--- src/rtl/puf_pkg.sv ---
// Shared constants and FSM state encoding for the PUF response collector.
package puf_pkg;

    localparam int RESP_W  = 32;
    localparam int MKG_W   = 4;
    localparam int NIBBLES = 8;

    typedef logic [2:0] state_t;

    localparam state_t ST_IDLE   = 3'd0;
    localparam state_t ST_SETTLE = 3'd1;
    localparam state_t ST_SAMPLE = 3'd2;
    localparam state_t ST_PACK   = 3'd3;
    localparam state_t ST_OUT    = 3'd4;

endpackage

--- src/rtl/puf_vote_acc.sv ---
// Per-bit ones counter with majority and unanimity decode.
module puf_vote_acc #(
    parameter int VOTES = 3
) (
    input  logic clk,
    input  logic rst,
    input  logic clr,
    input  logic en,
    input  logic bit_in,
    output logic maj,
    output logic split
);

    localparam int ONES_W = $clog2(VOTES + 1);

    logic [ONES_W-1:0] ones;

    always_ff @(posedge clk or negedge rst) begin
        if (!rst) begin
            ones <= '0;
        end else if (clr) begin
            ones <= '0;
        end else if (en && bit_in) begin
            ones <= ones + 1'b1;
        end
    end

    assign maj   = ones > ONES_W'(VOTES / 2);
    assign split = (ones != '0) && (ones != ONES_W'(VOTES));

endmodule

--- src/rtl/puf_resp_collector.sv ---
// Collects eight majority-voted MKG nibbles into one 32-bit PUF response,
// advancing the challenge source after each evaluation.
module puf_resp_collector
    import puf_pkg::*;
#(
    parameter int SETTLE_CYC = 2,
    parameter int VOTES      = 3
) (
    input  logic              clk,
    input  logic              rst,
    input  logic              start,
    input  logic [MKG_W-1:0]  mkg_in,
    output logic              ch_adv,
    output logic              busy,
    output logic [RESP_W-1:0] resp_data,
    output logic              resp_flaky,
    output logic              resp_valid,
    input  logic              resp_ready
);

    localparam int MAX_CYC = (SETTLE_CYC > VOTES) ? SETTLE_CYC : VOTES;
    localparam int CYC_W   = $clog2(MAX_CYC + 1);

    state_t            state;
    state_t            state_nxt;
    logic [CYC_W-1:0]  cyc_cnt;
    logic [3:0]        eval_cnt;
    logic [RESP_W-1:0] shift_reg;
    logic [RESP_W-1:0] shift_nxt;
    logic              flaky;
    logic              flaky_nxt;
    logic [MKG_W-1:0]  maj;
    logic [MKG_W-1:0]  split;
    logic              acc_clr;
    logic              acc_en;
    logic              accept;

    assign accept  = (state == ST_IDLE) && start;
    assign acc_clr = (state == ST_PACK) || accept;
    assign acc_en  = (state == ST_SAMPLE);

    for (genvar i = 0; i < MKG_W; i++) begin : g_vote
        puf_vote_acc #(.VOTES(VOTES)) u_acc (
            .clk    (clk),
            .rst    (rst),
            .clr    (acc_clr),
            .en     (acc_en),
            .bit_in (mkg_in[i]),
            .maj    (maj[i]),
            .split  (split[i])
        );
    end

    assign shift_nxt = {shift_reg[RESP_W-MKG_W-1:0], maj};
    assign flaky_nxt = flaky | (|split);

    always_comb begin
        state_nxt = state;
        unique case (state)
            ST_IDLE:
                if (start) state_nxt = ST_SETTLE;
            ST_SETTLE:
                if (cyc_cnt == CYC_W'(SETTLE_CYC - 1)) state_nxt = ST_SAMPLE;
            ST_SAMPLE:
                if (cyc_cnt == CYC_W'(VOTES - 1)) state_nxt = ST_PACK;
            ST_PACK:
                state_nxt = (eval_cnt == 4'(NIBBLES - 1)) ? ST_OUT : ST_SETTLE;
            ST_OUT:
                if (resp_ready) state_nxt = ST_IDLE;
            default:
                state_nxt = ST_IDLE;
        endcase
    end

    // Outputs are decoded from the next state so they align with it.
    always_ff @(posedge clk or negedge rst) begin
        if (!rst) begin
            state      <= ST_IDLE;
            cyc_cnt    <= '0;
            eval_cnt   <= '0;
            shift_reg  <= '0;
            flaky      <= 1'b0;
            ch_adv     <= 1'b0;
            busy       <= 1'b0;
            resp_data  <= '0;
            resp_flaky <= 1'b0;
            resp_valid <= 1'b0;
        end else begin
            state      <= state_nxt;
            busy       <= state_nxt != ST_IDLE;
            ch_adv     <= state_nxt == ST_PACK;
            resp_valid <= state_nxt == ST_OUT;

            if ((state_nxt == state) &&
                (state == ST_SETTLE || state == ST_SAMPLE)) begin
                cyc_cnt <= cyc_cnt + 1'b1;
            end else begin
                cyc_cnt <= '0;
            end

            if (accept) begin
                shift_reg <= '0;
                eval_cnt  <= '0;
                flaky     <= 1'b0;
            end else if (state == ST_PACK) begin
                shift_reg <= shift_nxt;
                eval_cnt  <= eval_cnt + 1'b1;
                flaky     <= flaky_nxt;
            end

            if (state == ST_PACK && state_nxt == ST_OUT) begin
                resp_data  <= shift_nxt;
                resp_flaky <= flaky_nxt;
            end
        end
    end

endmodule
--- config.mk ---
export PLATFORM = sky130hd
export DESIGN_NAME = puf_resp_collector
export DESIGN_NICKNAME = d
export VERILOG_FILES = /design/src/rtl/puf_pkg.sv /design/src/rtl/puf_vote_acc.sv /design/src/rtl/puf_resp_collector.sv
export SDC_FILE = /design/constraint.sdc
export NUM_CORES = 1
export LEC_CHECK = 0
export BUFFER_PORTS_ARGS = -buffer_cell sky130_fd_sc_hd__buf_2
export CELL_PAD_IN_SITES_DETAIL_PLACEMENT = 1
export CELL_PAD_IN_SITES_GLOBAL_PLACEMENT = 2
export CORE_ASPECT_RATIO = 0.6
export CORE_UTILIZATION = 41
export DETAILED_ROUTE_END_ITERATION = 12
export GPL_TIMING_DRIVEN = 0
export HOLD_SLACK_MARGIN = 0.08
export PLACE_DENSITY = 0.93
export SYNTH_ARGS = -nofsm -noshare
export SYNTH_HDL_FRONTEND = slang
export SYNTH_SLANG_ARGS = --single-unit
--- constraint.sdc ---
create_clock -name clk -period 2.8 [get_ports clk]
set_clock_uncertainty 0.05 [all_clocks]
set_input_delay 0.28 -clock clk [delete_from_list [all_inputs] [get_ports clk]]
set_output_delay 0.28 -clock clk [all_outputs]
set_load 0.02 [all_outputs]
==> results.cfg, run 1 <==
[drt]
drt_iter0_markers = 62
wl_mm = 7.58
drc_errors = 0
via_per_inst = 5.12
ant_nets = 0
drt_first_pass_iters = 4
route.detailed.wl_per_inst_um = 16.2
vias = 2389

[clock_network]
htreeDepth = 3
clockRootBuffer = clkbuf_16
cts_buffer_depth = 2
cts_num_sinks = 82
cts_tree = yes
clkTransAtPathRegs_ps = 60
clock_latency_ps = 340
cts_resized = 0
numCtsBuffers = 9

[synthesis]
yosysUniqueCellTypes = 34
synth_top_flop_cell = dfrtp_1
syn_area_sq_um = 3460
yosysWarnings = 0
synth_edf_count = 0
syn_avg_cell_area_sq_um = 11.6
synth_fp_nets = 313
netlist_instances = 298
synthArstFlopShare_pct = 100
synth.yosys.seq_area_share_pct = 59.2
ys_seq_elements = 82

[cells_and_area]
area_growth_pct = 19.9
final_util_pct = 51.7
largest_reg_flops = 32
stdcell_count = 467
drive_gt1_share_pct = 24.2
num-nets-final = 369
diodes = 0
n_fill_cell = 861

[sta]
finalHoldViolations = 0
setup_violations = 0
holdWs_ps = 223
maxSlewHeadroom_pct = 62.1
period_minus_slack_ps = 1810
period_share_pct = 64.5
rsz0062_at_grt = no
fin_tns_setup_ps = 0
finalMaxSlewViolations = 0
fmax_mhz = 554
worst_pin_slew_ps = 568

[hold_path]
min_to = busy
hp-start = resp_ready
hold_depth = 3
worstHoldPathType = in -> reg

[placement]
dp_hpwl_mm = 5.26
io_buffers = 43
place.gp.congestion = 0.717
dp_cells = 450

[die]
die-area_sq_um = 8830
dieHeight_um = 73.2
io_pins = 44
design.core.area_sq_um = 8040
die_w_um = 121
fp-row-count = 25
initial_core_util_pct = 43.1

[grt]
first_global_vias = 2522
grt_remaining_overflow = 0
grt_pass1_wl_mm = 12.9
grt_max_degree = 43
antenna_found_initial = 0
grt_usage_pct = 19.7

[job]
cap_violations = 0

[critical_path]
end_kind = flip-flop
reg2reg_from = eval_cnt[0]
arrival_ps = 1970
reg2reg_slack_ps = 990
critPathKind = reg -> reg
worst-endpoint-required_ps = 2960
cp-start-kind = flip-flop
rr_endpoint = resp_data[16]
crit_fanout = 10
reg2reg_depth = 5

[power_and_ir_drop]
report.power.total_mw = 3.24
p_per_area_nw_per_um2 = 781
ir_drop_v = 0.000544
p_leak_nw = 2.10

[status]
status = finished clean
cells in the mapped netlist (2+ instances only):
master | count | area (sq um)
xnor2_1 | 5 | 43.8
buf_2 | 10 | 50.1
nand2_1 | 61 | 229
dfrtp_1 | 82 | 2050
inv_1 | 9 | 33.8
or3_1 | 2 | 12.5
a21oi_1 | 34 | 170
mux2_1 | 30 | 338
mux2_2 | 4 | 45.0
o21ai_0 | 6 | 30.0
nor2_1 | 11 | 41.3
a211oi_1 | 4 | 30.0
ha_1 | 7 | 87.6
clkbuf_1 | 2 | 7.51
nand3b_1 | 2 | 15.0
and4bb_2 | 4 | 50.1
nor2b_1 | 4 | 25.0
buf_6 | 3 | 33.8
nor3b_1 | 2 | 15.0
nand3_1 | 2 | 10.0
kinds of logic (layout without fill, tap and decap cells):
family / Yosys count / in the layout / synth area share [%]
buf+inv: 26 / 87 / 3.94
xor+xnor: 5 / 5 / 1.26
simple gates: 98 / 98 / 14.7
compound gates: 46 / 46 / 7.33
mux: 34 / 34 / 11.1
fa+ha+maj: 7 / 7 / 2.53
flops: 82 / 82 / 59.2
per-layer routing:
layer / global-route usage [%] / vias to the layer above / routed length [um]
met1: 25.9 / 1219 / 3620
met3: 5.70 / 9 / 308
li1: - / 1123 / -
met2: 31.9 / 38 / 3570
met4: 6.17 / 0 / 90
met5: 0 / - / 0
worst max-delay path by stage:
stage / startpoint / endpoint / slack, ps / cells past startpoint
after global placement: rst / resp_data[9] / 730 / 1
after CTS: eval_cnt[0] / resp_data[16] / 970 / 5
after detailed placement: eval_cnt[0] / resp_data[14] / 990 / 5
after floorplan: eval_cnt[0] / resp_data[10] / 1250 / 5
final: eval_cnt[0] / resp_data[16] / 990 / 5
after global routing: eval_cnt[0] / resp_data[31] / 890 / 5
cell type report:
class                   count  area [sq um]  area share [%]
plain buffers              17           103            2.47
clock buffers              11           253            6.09
clock inverters             5          52.6            1.27
inverters                   9          33.8           0.813
multi-input cells         190          1280            30.7
flip-flops and latches     82          2050            49.4
well taps                 108           135            3.25
repair buffers             45           248            5.97
what timing repair did:
| action | CTS | global route |
|---|---|---|
| hold buffers | 1 | 0 |
| hold endpoints to repair | 40 | 0 |
| setup buffers | 0 | 0 |
cells in the final DEF, fill, tap and decap left out, drive strengths merged, types with 2 or more instances in the layout:
master  Yosys  routed
dfrtp      82      82
nand2      61      61
buf        15      59
a21oi      35      35
mux2       34      34
clkbuf      2      13
nor2       12      12
inv         9       9
ha          7       7
o21ai       6       6
xnor2       5       5
and4bb      4       4
a211oi      4       4
nor2b       4       4
clkinv      0       3
nand3b      3       3
nor3b       2       2
nand3       2       2
or3         2       2
worst max-delay path: stages, from the launching register on:
cell and delay (ps):
dfrtp_1 400, ha_1 180, nand3b_1 190, nor2_4 310, buf_6 210, mux2_1 350
stage by stage:
stage | cell area, sq um | setup WS (ps)
6_report | 4150 | 993
5_1_grt | 4150 | 886
4_1_cts | 4150 | 969
3_5_place_dp | 3840 | 991
3_3_place_gp | 3810 | 732
2_1_floorplan | 3460 | 1250
where the power goes:
| group | leakage (nW) | internal, mW | switching [mW] |
|---|---|---|---|
| registers | 1.13 | 1.29 | 0.0961 |
| clock network | 0.151 | 0.734 | 0.456 |
| logic | 0.817 | 0.253 | 0.408 |
| total | 2.10 | 2.28 | 0.961 |
(Power assumes the default switching activity.)
==> inputs of run 2 (changes only) <==
--- a/config.mk
+++ b/config.mk
@@ -9,11 +9,11 @@
 export CELL_PAD_IN_SITES_DETAIL_PLACEMENT = 1
 export CELL_PAD_IN_SITES_GLOBAL_PLACEMENT = 2
 export CORE_ASPECT_RATIO = 0.6
-export CORE_UTILIZATION = 41
+export CORE_UTILIZATION = 38
 export DETAILED_ROUTE_END_ITERATION = 12
 export GPL_TIMING_DRIVEN = 0
 export HOLD_SLACK_MARGIN = 0.08
-export PLACE_DENSITY = 0.93
+export PLACE_DENSITY = 0.87
 export SYNTH_ARGS = -nofsm -noshare
 export SYNTH_HDL_FRONTEND = slang
 export SYNTH_SLANG_ARGS = --single-unit
==> constraint.sdc (replaced) <==
create_clock -name clk -period 1.82 [get_ports clk]
set_clock_uncertainty 0.05 [all_clocks]
set_input_delay 0.182 -clock clk [delete_from_list [all_inputs] [get_ports clk]]
set_output_delay 0.182 -clock clk [all_outputs]
set_load 0.02 [all_outputs]
==> results.cfg, run 2 (synthesized netlist as in run 1, its figures left out) <==
[clock_network]
cts_tree = yes
cts_num_sinks = 82
numCtsBuffers = 9
cts_buffer_depth = 2
clkTransAtPathRegs_ps = 60
clock_latency_ps = 340
htreeDepth = 3
clockRootBuffer = clkbuf_16

[power_and_ir_drop]
p_sw_mw = 1.47
switching_share_pct = 29.6
p_per_area_nw_per_um2 = 1190
ir_drop_v = 0.000503
p_leak_nw = 2.11
intPower_mw = 3.50
power_frac_clock_pct = 36.2
pwr-share-comb_pct = 20.5
pwr-share-seq_pct = 43.2

[critical_path]
critPathKind = reg -> reg
cp_cell_sequence = ha_1 -> nand3b_1 -> nor2_4 -> buf_6 -> mux2_1
cp_slowest_cell = dfrtp_1
end_kind = flip-flop
critical_path.top_delay_family = simple AND/OR/NAND/NOR gates
path_buf_inv = 1
crit_fanout = 10
worst-endpoint-required_ps = 1990
arrival_ps = 1890
cp-start-kind = flip-flop
reg2reg_slack_ps = 100
slowest_delay_ps = 390

[drt]
route.detailed.wl_per_inst_um = 15.9
vias = 2339
drt_first_pass_iters = 8
ant_nets = 0
drc_errors = 3
wl_mm = 7.51
via_per_inst = 4.95
drt_iter0_markers = 78

[cells_and_area]
area_growth_pct = 20.6
postLayoutCellArea_sq_um = 4180
stdcell_count = 473
largest_reg_flops = 32
mostFrequentLayoutCells = dfrtp_1 (81), nand2_1 (61), buf_2 (52)
num-nets-final = 371
final_common_cell = dfrtp_1
diodes = 0
drive_gt1_share_pct = 24.7

[die]
fp-row-count = 26
initial_core_util_pct = 39.9
die_w_um = 125
design.core.area_sq_um = 8690
die-area_sq_um = 9520
io_pins = 44
dieHeight_um = 76.0

[sta]
period_share_pct = 94.4
finalMaxSlewViolations = 0
holdWs_ps = 103
setup_violations = 0
worst_pin_slew_ps = 482
maxSlewHeadroom_pct = 67.8
rsz0062_at_grt = no
fmax_mhz = 582
finalHoldViolations = 0
period_minus_slack_ps = 1720

[placement]
dp_cells = 454
place.gp.congestion = 0.721
post_dp_cell_area_sq_um = 3850
io_buffers = 43
dp_hpwl_mm = 5.24

[grt]
first_global_vias = 2496
grt_remaining_overflow = 0
grt_usage_pct = 18.1
grt_max_degree = 72
grt_pass1_wl_mm = 13.1
antenna_found_initial = 0

[status]
status = finished, violations left
violations = DRC

[job]
cap_violations = 0

[hold_path]
worstHoldPathType = in -> reg
[run 2: timing repair]
action                                  4_1_cts  5_1_grt
resized for setup                             0        1
hold buffers                                  1        0
buffers inserted                              0        2
endpoints found under the setup margin        0       30
endpoints found under the hold margin        82        0
[run 2: final cells by class]
type	instances	area [sq um]
fill	929	4510
sequential	82	2050
multi-input combinational	190	1280
clock buffer	15	298
timing repair buffer	47	270
tap	112	140
buffer	17	103
inverter	9	33.8
clock inverter	1	5.00
[run 2: per-layer routing]
| layer | up-vias | track usage [%] | part of all wire, % |
|---|---|---|---|
| met3 | 10 | 5.72 | 3.4 |
| met5 | - | 0 | 0 |
| met4 | 0 | 5.85 | 0.77 |
| met1 | 1181 | 25.5 | 51 |
| li1 | 1116 | - | - |
| met2 | 32 | 26.3 | 45 |
[run 2: path summary, 6_finish.rpt]
| kind | start | to | cells after the start |
|---|---|---|---|
| worst max-delay path | eval_cnt[0] | resp_data[3] | 5 |
| worst min-delay path | resp_ready | busy | 3 |
| worst max register to register | eval_cnt[0] | resp_data[3] | 5 |
| worst min register to register | cyc_cnt[0] | cyc_cnt[0] | 1 |
| max in group asynchronous | rst | shift_reg[3] | 3 |
| min in group asynchronous | rst | resp_data[30] | 2 |
[run 2: stage by stage]
stage / util [%] / TNS (ps) / total power, mW / setup WS (ps)
3_5_place_dp: 44.3 / 0 / 3.21 / 17.6
4_1_cts: 47.9 / 0 / 5.04 / 1.28
2_1_floorplan: - / 0 / 2.87 / 273
5_1_grt: 48.1 / 0 / 5.26 / 26.3
3_3_place_gp: 44.0 / -10470 / 3.13 / -136
6_report: 48.1 / 0 / 4.96 / 101
[run 2: worst min-delay path: cells and delay by family]
kind	cells	cell delay, ps
AOI/OAI and AO/OA	1	80
buffers and inverters	1	70
and+or+nand+nor	1	120
[run 2: power by group through the flow]
stage	Combinational [mW]	Sequential [mW]	Clock (mW)
finish	1.02	2.15	1.80
floorplan	0.726	2.14	0
detailed placement	1.03	2.17	0
CTS	1.04	2.14	1.86
global route	1.17	2.17	1.92
global placement	0.974	2.16	0
